--- config.mk ---
export PLATFORM = sky130hd
export DESIGN_NAME = dmem_port_arbiter
export DESIGN_NICKNAME = d
export VERILOG_FILES = /design/src/rtl/dmem_arb_pkg.sv /design/src/rtl/dmem_arb_starve_cnt.sv /design/src/rtl/dmem_port_arbiter.sv
export SDC_FILE = /design/constraint.sdc
export NUM_CORES = 1
export LEC_CHECK = 0
export BUFFER_PORTS_ARGS = -buffer_cell sky130_fd_sc_hd__buf_2
export CELL_PAD_IN_SITES_DETAIL_PLACEMENT = 0
export CELL_PAD_IN_SITES_GLOBAL_PLACEMENT = 1
export CORE_MARGIN = 3
export CORE_UTILIZATION = 13
export CTS_CLUSTER_SIZE = 20
export DETAILED_ROUTE_END_ITERATION = 6
export PLACE_DENSITY = 0.95
export SETUP_SLACK_MARGIN = 0.02
export SYNTH_ARGS = -nofsm -noshare
export SYNTH_HDL_FRONTEND = slang
export SYNTH_SLANG_ARGS = --single-unit
--- constraint.sdc ---
create_clock -name clk -period 1.9 [get_ports clk]
set_clock_uncertainty 0.15 [all_clocks]
set_input_delay 0.095 -clock clk [delete_from_list [all_inputs] [get_ports clk]]
set_output_delay 0.095 -clock clk [all_outputs]
set_load 0.02 [all_outputs]
--- src/rtl/dmem_arb_pkg.sv ---
// Shared types and constants for the DMEM core/host port arbiter.
package dmem_arb_pkg;

    typedef enum logic [0:0] {
        CORE_PRI   = 1'b0,
        HOST_FORCE = 1'b1
    } arb_state_e;

    localparam logic OWN_CORE = 1'b0;
    localparam logic OWN_HOST = 1'b1;

    localparam int unsigned STARVE_CNT_W = 8;

endpackage

--- src/rtl/dmem_arb_starve_cnt.sv ---
// Saturating host-starvation counter; o_hit flags that the next count reaches LIMIT.
module dmem_arb_starve_cnt
    import dmem_arb_pkg::*;
#(
    parameter int unsigned LIMIT = 8,
    parameter int unsigned W     = STARVE_CNT_W
) (
    input  logic clk,
    input  logic rst_n,
    input  logic i_inc,
    input  logic i_clr,
    output logic o_hit
);

    localparam logic [W-1:0] LIM = W'(LIMIT);

    logic [W-1:0] r_cnt;
    logic [W-1:0] w_cnt_nxt;

    always_comb begin
        w_cnt_nxt = r_cnt;
        if (i_clr) begin
            w_cnt_nxt = '0;
        end else if (i_inc && (r_cnt != LIM)) begin
            w_cnt_nxt = r_cnt + 1'b1;
        end
    end

    // Looking at the next value lets the force state be live in the very next cycle.
    assign o_hit = (w_cnt_nxt == LIM);

    always_ff @(posedge clk or negedge rst_n) begin
        if (!rst_n) begin
            r_cnt <= '0;
        end else begin
            r_cnt <= w_cnt_nxt;
        end
    end

endmodule

--- src/rtl/dmem_port_arbiter.sv ---
// Core/host arbiter for a single-ported synchronous DMEM with 1-cycle read return.
// Optional starvation guard enabled by defining DMEM_ARB_STARVE_GUARD_EN.
module dmem_port_arbiter
    import dmem_arb_pkg::*;
#(
    parameter int unsigned ADDR_W       = 14,
    parameter int unsigned DATA_W       = 32,
    parameter int unsigned STARVE_LIMIT = 8
) (
    input  logic                  clk,
    input  logic                  rst_n,
    input  logic                  core_req,
    input  logic [DATA_W/8-1:0]   core_we,
    input  logic [ADDR_W-1:0]     core_addr,
    input  logic [DATA_W-1:0]     core_wdata,
    output logic                  core_stall,
    output logic                  core_rvalid,
    output logic [DATA_W-1:0]     core_rdata,
    input  logic                  host_req,
    input  logic [DATA_W/8-1:0]   host_we,
    input  logic [ADDR_W-1:0]     host_addr,
    input  logic [DATA_W-1:0]     host_wdata,
    output logic                  host_gnt,
    output logic                  host_rvalid,
    output logic [DATA_W-1:0]     host_rdata,
    output logic                  mem_en,
    output logic [DATA_W/8-1:0]   mem_we,
    output logic [ADDR_W-1:0]     mem_addr,
    output logic [DATA_W-1:0]     mem_wdata,
    input  logic [DATA_W-1:0]     mem_rdata
);

    if ((STARVE_LIMIT < 1) || (STARVE_LIMIT > 255)) begin : g_bad_limit
        $error("dmem_port_arbiter: STARVE_LIMIT must be in 1..255");
    end

    logic w_host_first;
    logic w_core_win;
    logic w_host_win;
    logic w_rd_grant;
    logic r_rd_pend;
    logic r_owner;

`ifdef DMEM_ARB_STARVE_GUARD_EN
    arb_state_e r_state;
    arb_state_e w_state_nxt;
    logic       w_starve_hit;

    dmem_arb_starve_cnt #(
        .LIMIT (STARVE_LIMIT),
        .W     (STARVE_CNT_W)
    ) u_starve_cnt (
        .clk   (clk),
        .rst_n (rst_n),
        .i_inc (host_req & w_core_win),
        .i_clr (w_host_win | ~host_req),
        .o_hit (w_starve_hit)
    );

    assign w_host_first = (r_state == HOST_FORCE);

    always_comb begin
        w_state_nxt = r_state;
        case (r_state)
            CORE_PRI:   if (w_starve_hit) w_state_nxt = HOST_FORCE;
            HOST_FORCE: if (w_host_win || !host_req) w_state_nxt = CORE_PRI;
            default:    w_state_nxt = CORE_PRI;
        endcase
    end

    always_ff @(posedge clk or negedge rst_n) begin
        if (!rst_n) begin
            r_state <= CORE_PRI;
        end else begin
            r_state <= w_state_nxt;
        end
    end
`else
    assign w_host_first = 1'b0;
`endif

    // Grants are suppressed while reset is held so every output except core_stall reads 0.
    always_comb begin
        w_core_win = 1'b0;
        w_host_win = 1'b0;
        if (rst_n) begin
            if (w_host_first) begin
                if (host_req)      w_host_win = 1'b1;
                else if (core_req) w_core_win = 1'b1;
            end else begin
                if (core_req)      w_core_win = 1'b1;
                else if (host_req) w_host_win = 1'b1;
            end
        end
    end

    always_comb begin
        mem_en    = 1'b0;
        mem_we    = '0;
        mem_addr  = '0;
        mem_wdata = '0;
        if (w_core_win) begin
            mem_en    = 1'b1;
            mem_we    = core_we;
            mem_addr  = core_addr;
            mem_wdata = core_wdata;
        end else if (w_host_win) begin
            mem_en    = 1'b1;
            mem_we    = host_we;
            mem_addr  = host_addr;
            mem_wdata = host_wdata;
        end
    end

    assign core_stall = core_req & ~w_core_win;
    assign host_gnt   = w_host_win;
    assign w_rd_grant = mem_en & (mem_we == '0);

    always_ff @(posedge clk or negedge rst_n) begin
        if (!rst_n) begin
            r_rd_pend <= 1'b0;
            r_owner   <= OWN_CORE;
        end else begin
            r_rd_pend <= w_rd_grant;
            if (w_rd_grant) begin
                r_owner <= w_host_win ? OWN_HOST : OWN_CORE;
            end
        end
    end

    assign core_rvalid = r_rd_pend & (r_owner == OWN_CORE);
    assign host_rvalid = r_rd_pend & (r_owner == OWN_HOST);
    assign core_rdata  = core_rvalid ? mem_rdata : '0;
    assign host_rdata  = host_rvalid ? mem_rdata : '0;

endmodule

==> metrics.yaml <==
rsz0062_at_grt: "false"
final_common_cell: "buf_2"
routed_wl_mm: 6.67
ys_ff_latch: 2
dpl_worst_slack_ps: 387
pwr-share-clk_pct: 22.4
finalHoldViolations: 0
fin_util_pct: 31.6
grt_pass1_vias: 2018
final_nets: 533
cts.clk_slew.worst_paths_ps: 30
wl_per_cell_um: 13.4
crit_fanout: 33
place_hpwl_mm: 5.70
drc: 0
critPathKind: "flip-flop to output pin"
layout_common_cells: "buf_2, a22o_1, and2_1, and3_1"
die_h_um: 98.1
ant_nets: 0
finalCritPeriodShare_pct: 80.3
ios: 255
cpMaxStageDelayCell: "dfrtp_1"
htreeDepth: 1
irDropWorstVdd_v: 0.000276
initial_core_util_pct: 13.9
required_ps: 1650
cp_cell_sequence: "nor2b_1, buf_4, and2_1, buf_2"
grt_overflow: 0
switching_power_mw: 0.321
drive_above_1_share_pct: 67.6
grt_pass1_wl_mm: 10.0
antenna_found_initial: 0
setup_slack_ps: 373
numCtsBuffers: 3
die_x_um: 98.1
max_freq_mhz: 655
setup_tns_ps: 0
num_vias: 2170
slew_violations: 0
reg2reg_setup_slack_ps: 750
cts_num_sinks: 2
syn_area_mm2: 0.00110
grtUsageTotal_pct: 12.2
slew_headroom_pct: 82.4
synth-seq-area-share_pct: 4.54
internal_power_mw: 0.416
place_congestion: 0.860
power_frac_comb_pct: 71.1
yosys_warnings: 0
fillers: 861
cts-root-buf: "clkbuf_8"
io_buffers: 254
setup_violations: 0
first_pass_iters: 4
core_mm2: 0.00797
cts_buffer_depth: 2
clkLatencyLatePin_ps: 210
cts.repair.resized: 0
grt_max_degree: 50
area_growth_pct: 128
hp-class: "input pin to flip-flop"
row_count: 32
end_kind: "output pin"
cp-start-kind: "flip-flop"
power_mw: 0.737
drt_iter0_markers: 58
syn_inst: 153
switching_share_pct: 43.6
max_stage_delay_ps: 360
vias_per_cell: 4.37
status: "finished, final reports clean"
p_leak_nw: 1.77
syn_nets: 289
syn_avg_cell_area_um2: 7.21
die_area_mm2: 0.00963
power_density_mw_per_mm2: 292
worstPathArrival_ps: 1280
max_cap_violations: 0
power_frac_seq_pct: 6.6
diodes: 0
synth.distinct_cells: 19
worst_pin_slew_ps: 264
period_needed_ps: 1530
cts_tree: "yes"
==> Yosys cell counts <==
master / instances / share of area [%]
a22oi_2: 1 / 1.1
nor2_1: 2 / 0.68
nand2_1: 2 / 0.68
clkbuf_1: 13 / 4.4
and3b_1: 1 / 0.79
and2_4: 1 / 0.79
a32o_2: 2 / 2.0
and3_1: 32 / 18
o21ai_0: 1 / 0.45
dfrtp_1: 2 / 4.5
and2_1: 34 / 19
a22o_1: 47 / 37
buf_2: 7 / 3.2
and2b_1: 1 / 0.68
o21a_1: 1 / 0.68
nor2b_1: 3 / 1.7
nor3_4: 1 / 1.5
buf_6: 1 / 1.0
mux2_1: 1 / 1.0
==> final cells by class <==
type                       instances  area, µm²  share of cell area (%)
multi-input combinational        130        958                    38.0
clock buffer                       3       41.3                    1.64
timing repair buffer             260       1340                    53.3
tap                              102        128                    5.06
sequential                         2       50.0                    1.99
==> power by group through the flow <==
stage	registers (mW)	logic, mW	clock network [mW]
floorplan	0.0514	0.260	0
global placement	0.0485	0.515	0
detailed placement	0.0487	0.521	0
CTS	0.0483	0.525	0.172
global route	0.0490	0.567	0.175
finish	0.0483	0.524	0.165
==> per-stage QoR <==
| step | std cells | hold slack [ps] | cell area [µm²] |
|---|---|---|---|
| 4_1_cts | 497 | 61.2 | 2520 |
| 3_5_place_dp | 493 | -223 | 2470 |
| 2_1_floorplan | 153 | -351 | 1100 |
| 6_report | 497 | 65.0 | 2520 |
| 5_1_grt | 497 | 80.6 | 2520 |
| 3_3_place_gp | 493 | -230 | 2470 |
==> final timing paths <==
kind                                          start                   to  depth (start not counted)
max in group asynchronous                     rst_n  r_owner$_DFFE_PN0P_                          2
worst min register to register  r_owner$_DFFE_PN0P_  r_owner$_DFFE_PN0P_                          2
min in group asynchronous                     rst_n  r_rd_pend$_DFF_PN0_                          2
worst min-delay path                     core_we[2]  r_rd_pend$_DFF_PN0_                          3
worst max register to register  r_owner$_DFFE_PN0P_  r_owner$_DFFE_PN0P_                          2
worst max-delay path            r_owner$_DFFE_PN0P_       core_rdata[25]                          4
==> per-layer routing <==
metal,vias up,routed length (µm),track usage [%]
met3,2,781,2.14
met1,949,2370,14.4
met2,155,3500,23.2
met4,0,25,1.89
li1,1064,-,-
met5,-,0,0
==> state kept, by name, indices dropped and copies added, names as in the netlist <==
register   cells
r_owner        1
r_rd_pend      1
==> cells by family after synthesis <==
group,after synthesis,synth area share [%]
and+or+nand+nor,77,44.2
AOI/OAI and AO/OA,52,41.6
DFF,2,4.54
buffers and inverters,21,8.62
muxes,1,1.02
==> critical path: cells and delay by family (launching register included) <==
family / cells / cell delay, ps
buf+inv: 2 / 420
simple gates: 2 / 280
flops: 1 / 360
==> repair_timing <==
| action | 4_1_cts | 5_1_grt |
|---|---|---|
| buffers inserted | 0 | 0 |
| hold buffers | 1 | 0 |
| hold endpoints to repair | 2 | 0 |
Power figures use the tool's default switching activity.
